===== src/rtl/pic_pkg.sv =====
// Shared types and OCW2 command encodings for the 8259-style priority arbiter.
package pic_pkg;

    typedef enum logic [1:0] {
        IDLE = 2'd0,
        REQ  = 2'd1,
        ACK1 = 2'd2
    } state_t;

    // OCW2 {R, SL, EOI} command codes
    localparam logic [2:0] ROT_AEOI_CLR = 3'b000;
    localparam logic [2:0] EOI_NS       = 3'b001;
    localparam logic [2:0] OCW2_NOP     = 3'b010;
    localparam logic [2:0] EOI_SP       = 3'b011;
    localparam logic [2:0] ROT_AEOI_SET = 3'b100;
    localparam logic [2:0] ROT_NS       = 3'b101;
    localparam logic [2:0] SET_PR       = 3'b110;
    localparam logic [2:0] ROT_SP       = 3'b111;

    localparam logic [2:0] SPURIOUS_IDX = 3'd7;
    localparam logic [2:0] LP_RESET     = 3'd7;

endpackage


===== src/rtl/pic_prio_encoder.sv =====
// Rotating priority encoder: finds the set bit of vec_i with the best rank,
// where rank(i) = (i - lp_i - 1) mod NUM_IRQ and rank 0 wins.
module pic_prio_encoder #(
    parameter int NUM_IRQ = 8,
    parameter int IDX_W   = 3
) (
    input  logic [NUM_IRQ-1:0] vec_i,
    input  logic [IDX_W-1:0]   lp_i,
    output logic [IDX_W-1:0]   idx_o,
    output logic               hit_o,
    output logic [IDX_W-1:0]   rank_o
);

    logic [IDX_W-1:0] pos;

    // Walk from worst rank to best so the best-ranked hit is written last.
    always_comb begin
        // NOTE: every always_comb output gets a default first so no path infers a latch.
        idx_o  = '0;
        hit_o  = 1'b0;
        rank_o = '0;
        pos    = '0;
        for (int r = NUM_IRQ - 1; r >= 0; r--) begin
            pos = lp_i + IDX_W'(r) + IDX_W'(1);
            if (vec_i[pos]) begin
                idx_o  = pos;
                hit_o  = 1'b1;
                rank_o = IDX_W'(r);
            end
        end
    end

endmodule


===== src/rtl/pic_priority_arbiter.sv =====
// 8259 interrupt scheduler: IRR/ISR, rotating priority, INT and two-pulse INTA sequencing.
// Optional macro PIC_SPECIAL_MASK_EN adds the smm input (special mask mode).
module pic_priority_arbiter
    import pic_pkg::*;
#(
    parameter int NUM_IRQ = 8,
    parameter int IDX_W   = 3
) (
    input  logic               clk,
    input  logic               rst,
`ifdef PIC_SPECIAL_MASK_EN
    input  logic               smm,
`endif
    input  logic [NUM_IRQ-1:0] ir,
    input  logic               ltim,
    input  logic [NUM_IRQ-1:0] imr,
    input  logic               aeoi,
    input  logic               eoi_stb,
    input  logic [2:0]         eoi_cmd,
    input  logic [IDX_W-1:0]   eoi_lvl,
    input  logic               inta_p1,
    input  logic               inta_p2,
    output logic               int_out,
    output logic [IDX_W-1:0]   vec_idx,
    output logic               vec_vld,
    output logic [NUM_IRQ-1:0] irr_q,
    output logic [NUM_IRQ-1:0] isr_q
);

    state_t             state_q, state_d;
    logic [NUM_IRQ-1:0] ir_q;
    logic [NUM_IRQ-1:0] irr_d, isr_d;
    logic [IDX_W-1:0]   lp_q, lp_d;
    logic [IDX_W-1:0]   gnt_q, gnt_d;
    logic               spur_q, spur_d;
    logic               rot_aeoi_q, rot_aeoi_d;
    logic               int_q, int_d;
    logic [IDX_W-1:0]   vec_idx_q, vec_idx_d;
    logic               vec_vld_q, vec_vld_d;

    logic [NUM_IRQ-1:0] isr_cmp;
    logic [IDX_W-1:0]   irr_idx, irr_rank, isr_idx, isr_rank;
    logic               irr_hit, isr_hit, eligible;

`ifdef PIC_SPECIAL_MASK_EN
    assign isr_cmp = smm ? (isr_q & ~imr) : isr_q;
`else
    assign isr_cmp = isr_q;
`endif

    pic_prio_encoder #(.NUM_IRQ(NUM_IRQ), .IDX_W(IDX_W)) u_irr_enc (
        .vec_i  (irr_q & ~imr),
        .lp_i   (lp_q),
        .idx_o  (irr_idx),
        .hit_o  (irr_hit),
        .rank_o (irr_rank)
    );

    pic_prio_encoder #(.NUM_IRQ(NUM_IRQ), .IDX_W(IDX_W)) u_isr_enc (
        .vec_i  (isr_cmp),
        .lp_i   (lp_q),
        .idx_o  (isr_idx),
        .hit_o  (isr_hit),
        .rank_o (isr_rank)
    );

    assign eligible = irr_hit && (!isr_hit || (irr_rank < isr_rank));

    always_comb begin
        state_d    = state_q;
        lp_d       = lp_q;
        gnt_d      = gnt_q;
        spur_d     = spur_q;
        rot_aeoi_d = rot_aeoi_q;
        int_d      = int_q;
        vec_idx_d  = vec_idx_q;
        vec_vld_d  = 1'b0;
        isr_d      = isr_q;

        // Level mode follows ir; edge mode sets on a rising ir and holds until ir drops.
        irr_d = ltim ? ir : ((irr_q | (ir & ~ir_q)) & ir);

        if (eoi_stb) begin
            case (eoi_cmd)
                EOI_NS:       if (isr_hit) isr_d[isr_idx] = 1'b0;
                EOI_SP:       isr_d[eoi_lvl] = 1'b0;
                ROT_NS: begin
                    if (isr_hit) begin
                        isr_d[isr_idx] = 1'b0;
                        lp_d           = isr_idx;
                    end
                end
                ROT_SP: begin
                    if (|isr_q) begin
                        isr_d[eoi_lvl] = 1'b0;
                        lp_d           = eoi_lvl;
                    end
                end
                SET_PR:       lp_d = eoi_lvl;
                ROT_AEOI_SET: rot_aeoi_d = 1'b1;
                ROT_AEOI_CLR: rot_aeoi_d = 1'b0;
                OCW2_NOP:     ;
                default:      ;
            endcase
        end

        // Grant set and AEOI clear come after the EOI clear so a fresh grant survives.
        case (state_q)
            IDLE: begin
                if (eligible) begin
                    state_d = REQ;
                    int_d   = 1'b1;
                end
            end
            REQ: begin
                if (inta_p1) begin
                    state_d = ACK1;
                    int_d   = 1'b0;
                    if (eligible) begin
                        gnt_d          = irr_idx;
                        spur_d         = 1'b0;
                        isr_d[irr_idx] = 1'b1;
                        irr_d[irr_idx] = 1'b0;
                    end else begin
                        gnt_d  = SPURIOUS_IDX;
                        spur_d = 1'b1;
                    end
                end
            end
            ACK1: begin
                if (inta_p2) begin
                    state_d   = IDLE;
                    vec_idx_d = gnt_q;
                    vec_vld_d = 1'b1;
                    if (aeoi && !spur_q) isr_d[gnt_q] = 1'b0;
                    if (aeoi && rot_aeoi_q) lp_d = gnt_q;
                end
            end
            default: state_d = IDLE;
        endcase
    end

    always_ff @(posedge clk or posedge rst) begin
        if (rst) begin
            state_q    <= IDLE;
            ir_q       <= '0;
            irr_q      <= '0;
            isr_q      <= '0;
            lp_q       <= LP_RESET;
            gnt_q      <= '0;
            spur_q     <= 1'b0;
            rot_aeoi_q <= 1'b0;
            int_q      <= 1'b0;
            vec_idx_q  <= '0;
            vec_vld_q  <= 1'b0;
        end else begin
            // NOTE: non-blocking assignments so every register samples pre-edge values.
            state_q    <= state_d;
            ir_q       <= ir;
            irr_q      <= irr_d;
            isr_q      <= isr_d;
            lp_q       <= lp_d;
            gnt_q      <= gnt_d;
            spur_q     <= spur_d;
            rot_aeoi_q <= rot_aeoi_d;
            int_q      <= int_d;
            vec_idx_q  <= vec_idx_d;
            vec_vld_q  <= vec_vld_d;
        end
    end

    assign int_out = int_q;
    assign vec_idx = vec_idx_q;
    assign vec_vld = vec_vld_q;

endmodule


===== config.mk =====
export PLATFORM = sky130hd
export DESIGN_NAME = pic_priority_arbiter
export DESIGN_NICKNAME = d
export VERILOG_FILES = /design/src/rtl/pic_pkg.sv /design/src/rtl/pic_prio_encoder.sv /design/src/rtl/pic_priority_arbiter.sv
export SDC_FILE = /design/constraint.sdc
export NUM_CORES = 1
export LEC_CHECK = 0
export ABC_AREA = 1
export BUFFER_PORTS_ARGS = -buffer_cell sky130_fd_sc_hd__buf_4
export CAP_MARGIN = 20
export CORE_UTILIZATION = 40
export CTS_CLUSTER_SIZE = 30
export DETAILED_ROUTE_END_ITERATION = 7
export PLACE_DENSITY = 0.71
export SYNTH_ARGS = -nofsm -noshare
export SYNTH_HDL_FRONTEND = slang
export SYNTH_SLANG_ARGS = --single-unit
export TNS_END_PERCENT = 20

===== constraint.sdc =====
create_clock -name clk -period 8.18 [get_ports clk]
set_input_delay 0 -clock clk [delete_from_list [all_inputs] [get_ports clk]]
set_output_delay 0 -clock clk [all_outputs]
set_load 0.03 [all_outputs]

==> results of run 1 <==
[layout make-up]
| class | instances | share of cell area |
|---|---|---|
| Timing Repair Buffer | 59 | 0.111 |
| Sequential cell | 39 | 0.233 |
| Multi-Input combinational cell | 458 | 0.537 |
| Inverter | 74 | 0.0673 |
| Clock buffer | 6 | 0.0173 |
| Tap cell | 108 | 0.0321 |
| Clock inverter | 2 | 0.00298 |
[cells in the final DEF (no fill, tap or decap), types with 2 or more instances in the layout]
master,instances
nand2_1,184
nand3_1,91
inv_1,61
buf_4,50
nor2_1,49
a21oi_1,37
dfrtp_1,36
o21ai_0,22
inv_2,11
ha_1,10
dlygate4sd3_1,9
o21ai_1,7
nand4_1,6
nand2_2,5
nor2_2,5
clkbuf_8,5
o211ai_1,4
o21bai_1,4
a22oi_1,4
nor3_1,3
o31ai_1,3
dfstp_2,3
inv_4,2
a31oi_1,2
nand3b_1,2
or2_2,2
o311ai_0,2
nor4_1,2
[Yosys cell counts]
cell type | count | area share
a21boi_0 | 1 | 0.0021
a21oi_1 | 37 | 0.051
a22oi_1 | 4 | 0.0083
a22oi_4 | 1 | 0.0059
a31oi_1 | 2 | 0.0035
a31oi_2 | 1 | 0.0035
and3_1 | 1 | 0.0017
buf_2 | 5 | 0.0069
buf_4 | 2 | 0.0042
buf_6 | 3 | 0.0094
clkbuf_1 | 3 | 0.0031
dfrtp_1 | 36 | 0.25
dfstp_2 | 3 | 0.022
ha_1 | 10 | 0.035
inv_1 | 61 | 0.064
inv_2 | 11 | 0.011
inv_4 | 2 | 0.0035
nand2_1 | 184 | 0.19
nand2_2 | 5 | 0.0087
nand3_1 | 91 | 0.13
nand3_4 | 1 | 0.0049
nand3b_1 | 2 | 0.0042
nand4_1 | 6 | 0.010
nor2_1 | 49 | 0.051
nor2_2 | 5 | 0.0087
nor2_4 | 1 | 0.0031
nor2_8 | 1 | 0.0056
nor3_1 | 3 | 0.0042
nor4_1 | 2 | 0.0035
o211a_1 | 1 | 0.0028
o211ai_1 | 4 | 0.0083
o21ai_0 | 22 | 0.031
o21ai_1 | 7 | 0.0097
o21bai_1 | 4 | 0.0083
o311ai_0 | 2 | 0.0049
o31ai_1 | 3 | 0.0062
o32ai_1 | 1 | 0.0024
or2_2 | 2 | 0.0035
or4_1 | 1 | 0.0021
xnor2_1 | 1 | 0.0024
xnor2_2 | 1 | 0.0045
xor2_1 | 1 | 0.0024
xor2_2 | 1 | 0.0045
[cells by family after synthesis]
| family | Yosys count |
|---|---|
| buffers and inverters | 87 |
| AOI/OAI and AO/OA | 90 |
| xor gates and xnor gates | 4 |
| adders and majority gates | 10 |
| and+or+nand+nor | 354 |
| DFF | 39 |
[per-layer routing]
metal | wire, µm | global-route usage | vias to the layer above
met5 | 0 | 0 | -
met4 | 173 | 0.0597 | 0
met3 | 686 | 0.0260 | 15
met2 | 5060 | 0.376 | 149
met1 | 5000 | 0.322 | 1812
li1 | - | - | 2022
[critical path, cell delays in order, from the launching register on]
cell and delay, ps:
dfstp_2 880, inv_4 190, ha_1 690, xor2_2 290, inv_2 110, o21ai_1 170, a31oi_2 70, nor2_4 170
inv_1 70, nor2_1 120, inv_1 70, nor3_1 140, ha_1 270, a21oi_1 130, nand2_1 80, nand2_2 90
nand3_4 110, inv_4 120, nand2_2 70, nor2_2 110, nand2_1 60, nand2_1 70
[state kept, by name, summed over array words and instances (netlist names)]
name	count
state_q	2
vec_idx	3
vec_vld	1
lp_q	3
isr_q	8
spur_q	1
irr_q	8
ir_q	8
int_out	1
gnt_q	3
rot_aeoi_q	1
[path summary, 6_finish.rpt]
kind                                        startpoint                endpoint  slack [ps]  cells past startpoint
worst max-delay path                 lp_q[0]$_DFF_PP1_      isr_q[1]$_DFF_PP0_        4020                     21
worst min-delay path                           eoi_stb  rot_aeoi_q$_DFFE_PP0P_          50                      3
worst max register to register       lp_q[0]$_DFF_PP1_      isr_q[1]$_DFF_PP0_        4020                     21
worst min register to register  vec_idx[1]$_DFFE_PP0P_  vec_idx[1]$_DFFE_PP0P_         490                      2
max in group asynchronous                          rst       lp_q[1]$_DFF_PP1_        7440                      4
min in group asynchronous                          rst       ir_q[4]$_DFF_PP0_         370                      4
[metrics by stage]
stage / util / hold WS [ps]
finish: 0.482 / 54.4
global route: 0.482 / 105
CTS: 0.482 / 46.6
detailed placement: 0.462 / 120
global placement: 0.462 / 121
floorplan: - / 31.4
==> results_dict.tcl, run 1 <==
set metrics [dict create \
    synth_compound_area_frac 0.148 \
    overflow 0 \
    drv_slew 0 \
    synth-seq-cells 39 \
    place_ws_ps 4060 \
    post_drt_wl_per_cell_um 14.6 \
    grt_use_total 0.230 \
    synth_xor_area_frac 0.0139 \
    finalSetupViolCount 0 \
    dp.cells 729 \
    yosysWarnings 0 \
    place_area_um2 4030 \
    finalCriticalPeriod_ps 4160 \
    clk_latency_ps 290 \
    cp-end-kind "flip-flop" \
    drt_drc_violations_left 0 \
    cap_violations 0 \
    grt_pass1_vias 3585 \
    finalNonFillerCells 746 \
    cts_made_buffers 5 \
    gp_congestion 0.973 \
    cp-start-kind "flip-flop" \
    htreeDepth 2 \
    ys_seq_area_frac 0.272 \
    ios 50 \
    post-route-period-util 0.508 \
    clockBufferDepth 2 \
    ant_nets 0 \
    tightest_slew_ps 555 \
    synth_mux_area_frac 0 \
    hold_path.class "in2reg" \
    routed-via-count 3998 \
    cts_sinks 39 \
    fillers 875 \
    antenna_found_initial 0 \
    ys_types 43 \
    cts_resized 0 \
    cts_tree "built" \
    fp.dieW_um 96.9 \
    areaGrowthSynthToFinish_pct 16.7 \
    grt_first_pass_wirelength_um 17500 \
    grt_max_degree 40 \
    synth_top_family_by_area "simple AND/OR/NAND/NOR gates" \
    fp-row-count 34 \
    nNetsFinal 676 \
    critical_path_arrival_ps 4390 \
    synth-simple-area-share 0.430 \
    dieArea_um2 9390 \
    cp_max_fo 27 \
    wirelength_um 10900 \
    syn_nets 623 \
    regArea_um2 980 \
    critPathKind "reg2reg" \
    start_util 0.413 \
    viasPerCell 5.36 \
    max_clock_freq_mhz 241 \
    required_ps 8410 \
    synthCells 584 \
    diodes 0 \
    syn_area_per_cell_um2 6.17 \
    setup_tns_ps 0 \
    clkTransAtPathRegs_ps 80 \
    postCtsSetupBuffers 0 \
    status "finished, final reports clean" \
    synthAdderAreaFrac 0.0347 \
    rsz0062_at_grt "false" \
    multi_input_area_um2 2260 \
    hold_viol_final 0 \
    first_pass_iters 5 \
    port_buffers 49 \
    ctsRootBufferMaster "clkbuf_8" \
    skew_ps 8.02 \
    synth_area_um2 3600 \
    final_cell_area_um2 4200 \
    drive_gt1_frac 0.144 \
    hpwl_um 8580 \
    die_y_um 96.9 \
    drtIter0Drc 244 \
    finalWorstSetupSlack_ps 4020 \
    ctsHoldBuffers 9 \
    core_um2 8720 \
    relSlewSlack 0.630 \
]
Power of run 1 is not shown: default switching activity piles up to over one toggle a cycle in this logic, so the estimate is an artifact.
==> run 2, diff against run 1 <==
--- a/config.mk
+++ b/config.mk
@@ -11,7 +11,7 @@
 export CORE_UTILIZATION = 40
 export CTS_CLUSTER_SIZE = 30
 export DETAILED_ROUTE_END_ITERATION = 7
-export PLACE_DENSITY = 0.71
+export PLACE_DENSITY = 0.73
 export SYNTH_ARGS = -nofsm -noshare
 export SYNTH_HDL_FRONTEND = slang
 export SYNTH_SLANG_ARGS = --single-unit
==> constraint.sdc (replaced) <==
create_clock -name clk -period 3.5 [get_ports clk]
set_input_delay 0 -clock clk [delete_from_list [all_inputs] [get_ports clk]]
set_output_delay 0 -clock clk [all_outputs]
set_load 0.03 [all_outputs]
==> run 2 against run 1 <==
Cell area grew 4.0%. Clock-buffer cell count unchanged. Core utilization grew 1.9 points. First-iteration DRC count is 11% higher. Register-to-register slack lost 3800 ps. Final cell count is 1.6% higher. Via count up 2.3%. Sequential cell count unchanged. Global-route usage is 0.46 points higher. Maximum frequency rose by 26%. Setup slack worse by 3800 ps. Critical path type unchanged. Critical endpoint is now isr_q[3]$_DFF_PP0_.
==> results_dict.tcl, run 2 (same netlist as run 1, synthesis figures left out) <==
set metrics [dict create \
    finalCriticalPeriod_ps 3310 \
    htreeDepth 2 \
    relSlewSlack 0.662 \
    max_clock_freq_mhz 302 \
    cts_tree "built" \
    drv_slew 0 \
    hold_path.class "in2reg" \
    fp.dieW_um 96.9 \
    cts_made_buffers 5 \
    drt_drc_violations_left 0 \
    hold_viol_final 0 \
    gp_congestion 0.941 \
    layout_common_cells "nand2_1, nand3_1, inv_1, buf_4, nor2_1" \
    fin_hold_ws_ps 54.8 \
    ant_nets 0 \
    finalWorstSetupSlack_ps 194 \
    crit_path_frequent_cell "nand2_1" \
    drtIter0Drc 271 \
    hpwl_um 8710 \
    viasPerCell 5.40 \
    cpLargestDelayFamily "simple AND/OR/NAND/NOR gates" \
    post-route-period-util 0.945 \
    grt_pass1_vias 3777 \
    ctsRootBufferMaster "clkbuf_8" \
    cts_sinks 39 \
    antenna_found_initial 0 \
    tightest_slew_ps 503 \
    critical_path_arrival_ps 3540 \
    clkTransAtPathRegs_ps 80 \
    required_ps 3740 \
    final_common_cell "nand2_1" \
    place_ws_ps 107 \
    diodes 0 \
    start_util 0.413 \
    nNetsFinal 688 \
    critPathKind "reg2reg" \
    grt_max_degree 40 \
    post_drt_wl_per_cell_um 14.6 \
    ios 50 \
    dieArea_um2 9390 \
    clk_latency_ps 290 \
    cp-end-kind "flip-flop" \
    cap_violations 0 \
    cp-start-kind "flip-flop" \
    port_buffers 49 \
    fp-row-count 34 \
    slowest_delay_ps 570 \
    drive_gt1_frac 0.168 \
    first_pass_iters 5 \
    grt_use_total 0.234 \
    status "finished, final reports clean" \
    routed-via-count 4091 \
    skew_ps 5.08 \
    cp_max_fo 14 \
    wirelength_um 11100 \
    die_y_um 96.9 \
    clockBufferDepth 2 \
    areaGrowthSynthToFinish_pct 21.3 \
    cp_slowest_cell "dfstp_2" \
    reg_top3 "ir_q (8), irr_q (8), isr_q (8)" \
    overflow 0 \
    crit_buf_inv 7 \
    grt_first_pass_wirelength_um 18100 \
    core_um2 8720 \
    finalSetupViolCount 0 \
]
-- run 2: layout make-up --
class / count / area, µm²
clock buffers: 6 / 82.6
repair buffers: 71 / 559
well taps: 108 / 135
clock inverters: 2 / 35.0
fillers: 890 / 4350
flip-flops and latches: 39 / 980
inverters: 74 / 283
multi-input cells: 458 / 2300
-- run 2: path summary, 6_finish.rpt --
path                       slack [ps]                      to         startpoint  cells after the start
min in group asynchronous         370      irr_q[5]$_DFF_PP0_                rst                      4
setup reg to reg                  190      isr_q[3]$_DFF_PP0_  lp_q[0]$_DFF_PP1_                     26
hold / removal                     50  rot_aeoi_q$_DFFE_PP0P_            eoi_stb                      3
hold reg to reg                   480      irr_q[6]$_DFF_PP0_  ir_q[6]$_DFF_PP0_                      3
setup / recovery                  190      isr_q[3]$_DFF_PP0_  lp_q[0]$_DFF_PP1_                     26
max in group asynchronous        2780       lp_q[0]$_DFF_PP1_                rst                      4
-- run 2: stage by stage --
stage	utilization	TNS [ps]	area (µm²)	std cells
floorplan	-	0	3600	584
global placement	0.471	0	4110	740
detailed placement	0.471	0	4110	740
CTS	0.495	0	4320	757
global route	0.501	-24.9	4370	758
finish	0.501	0	4370	758
-- run 2: routing by layer --
metal	track usage	wire length (µm)	vias up	part of all wire
li1	-	-	2041	-
met1	0.316	4910	1874	0.44
met2	0.399	5450	157	0.49
met3	0.0267	542	19	0.049
met4	0.0608	164	0	0.015
met5	0	0	-	0
-- run 2: tightest hold or removal path, delay by kind of cell --
| family | cells | cell delay [ps] |
|---|---|---|
| buf+inv | 1 | 120 |
| compound gates | 1 | 90 |
| simple gates | 1 | 100 |
-- run 2: repair_timing --
item                                    4_1_cts  5_1_grt
setup buffers                                 0        1
hold buffers                                  9        0
endpoints found under the setup margin        0       23
endpoints found under the hold margin        52        0
gates resized for setup                       0        8
Power of run 2 is left out for the same reason.
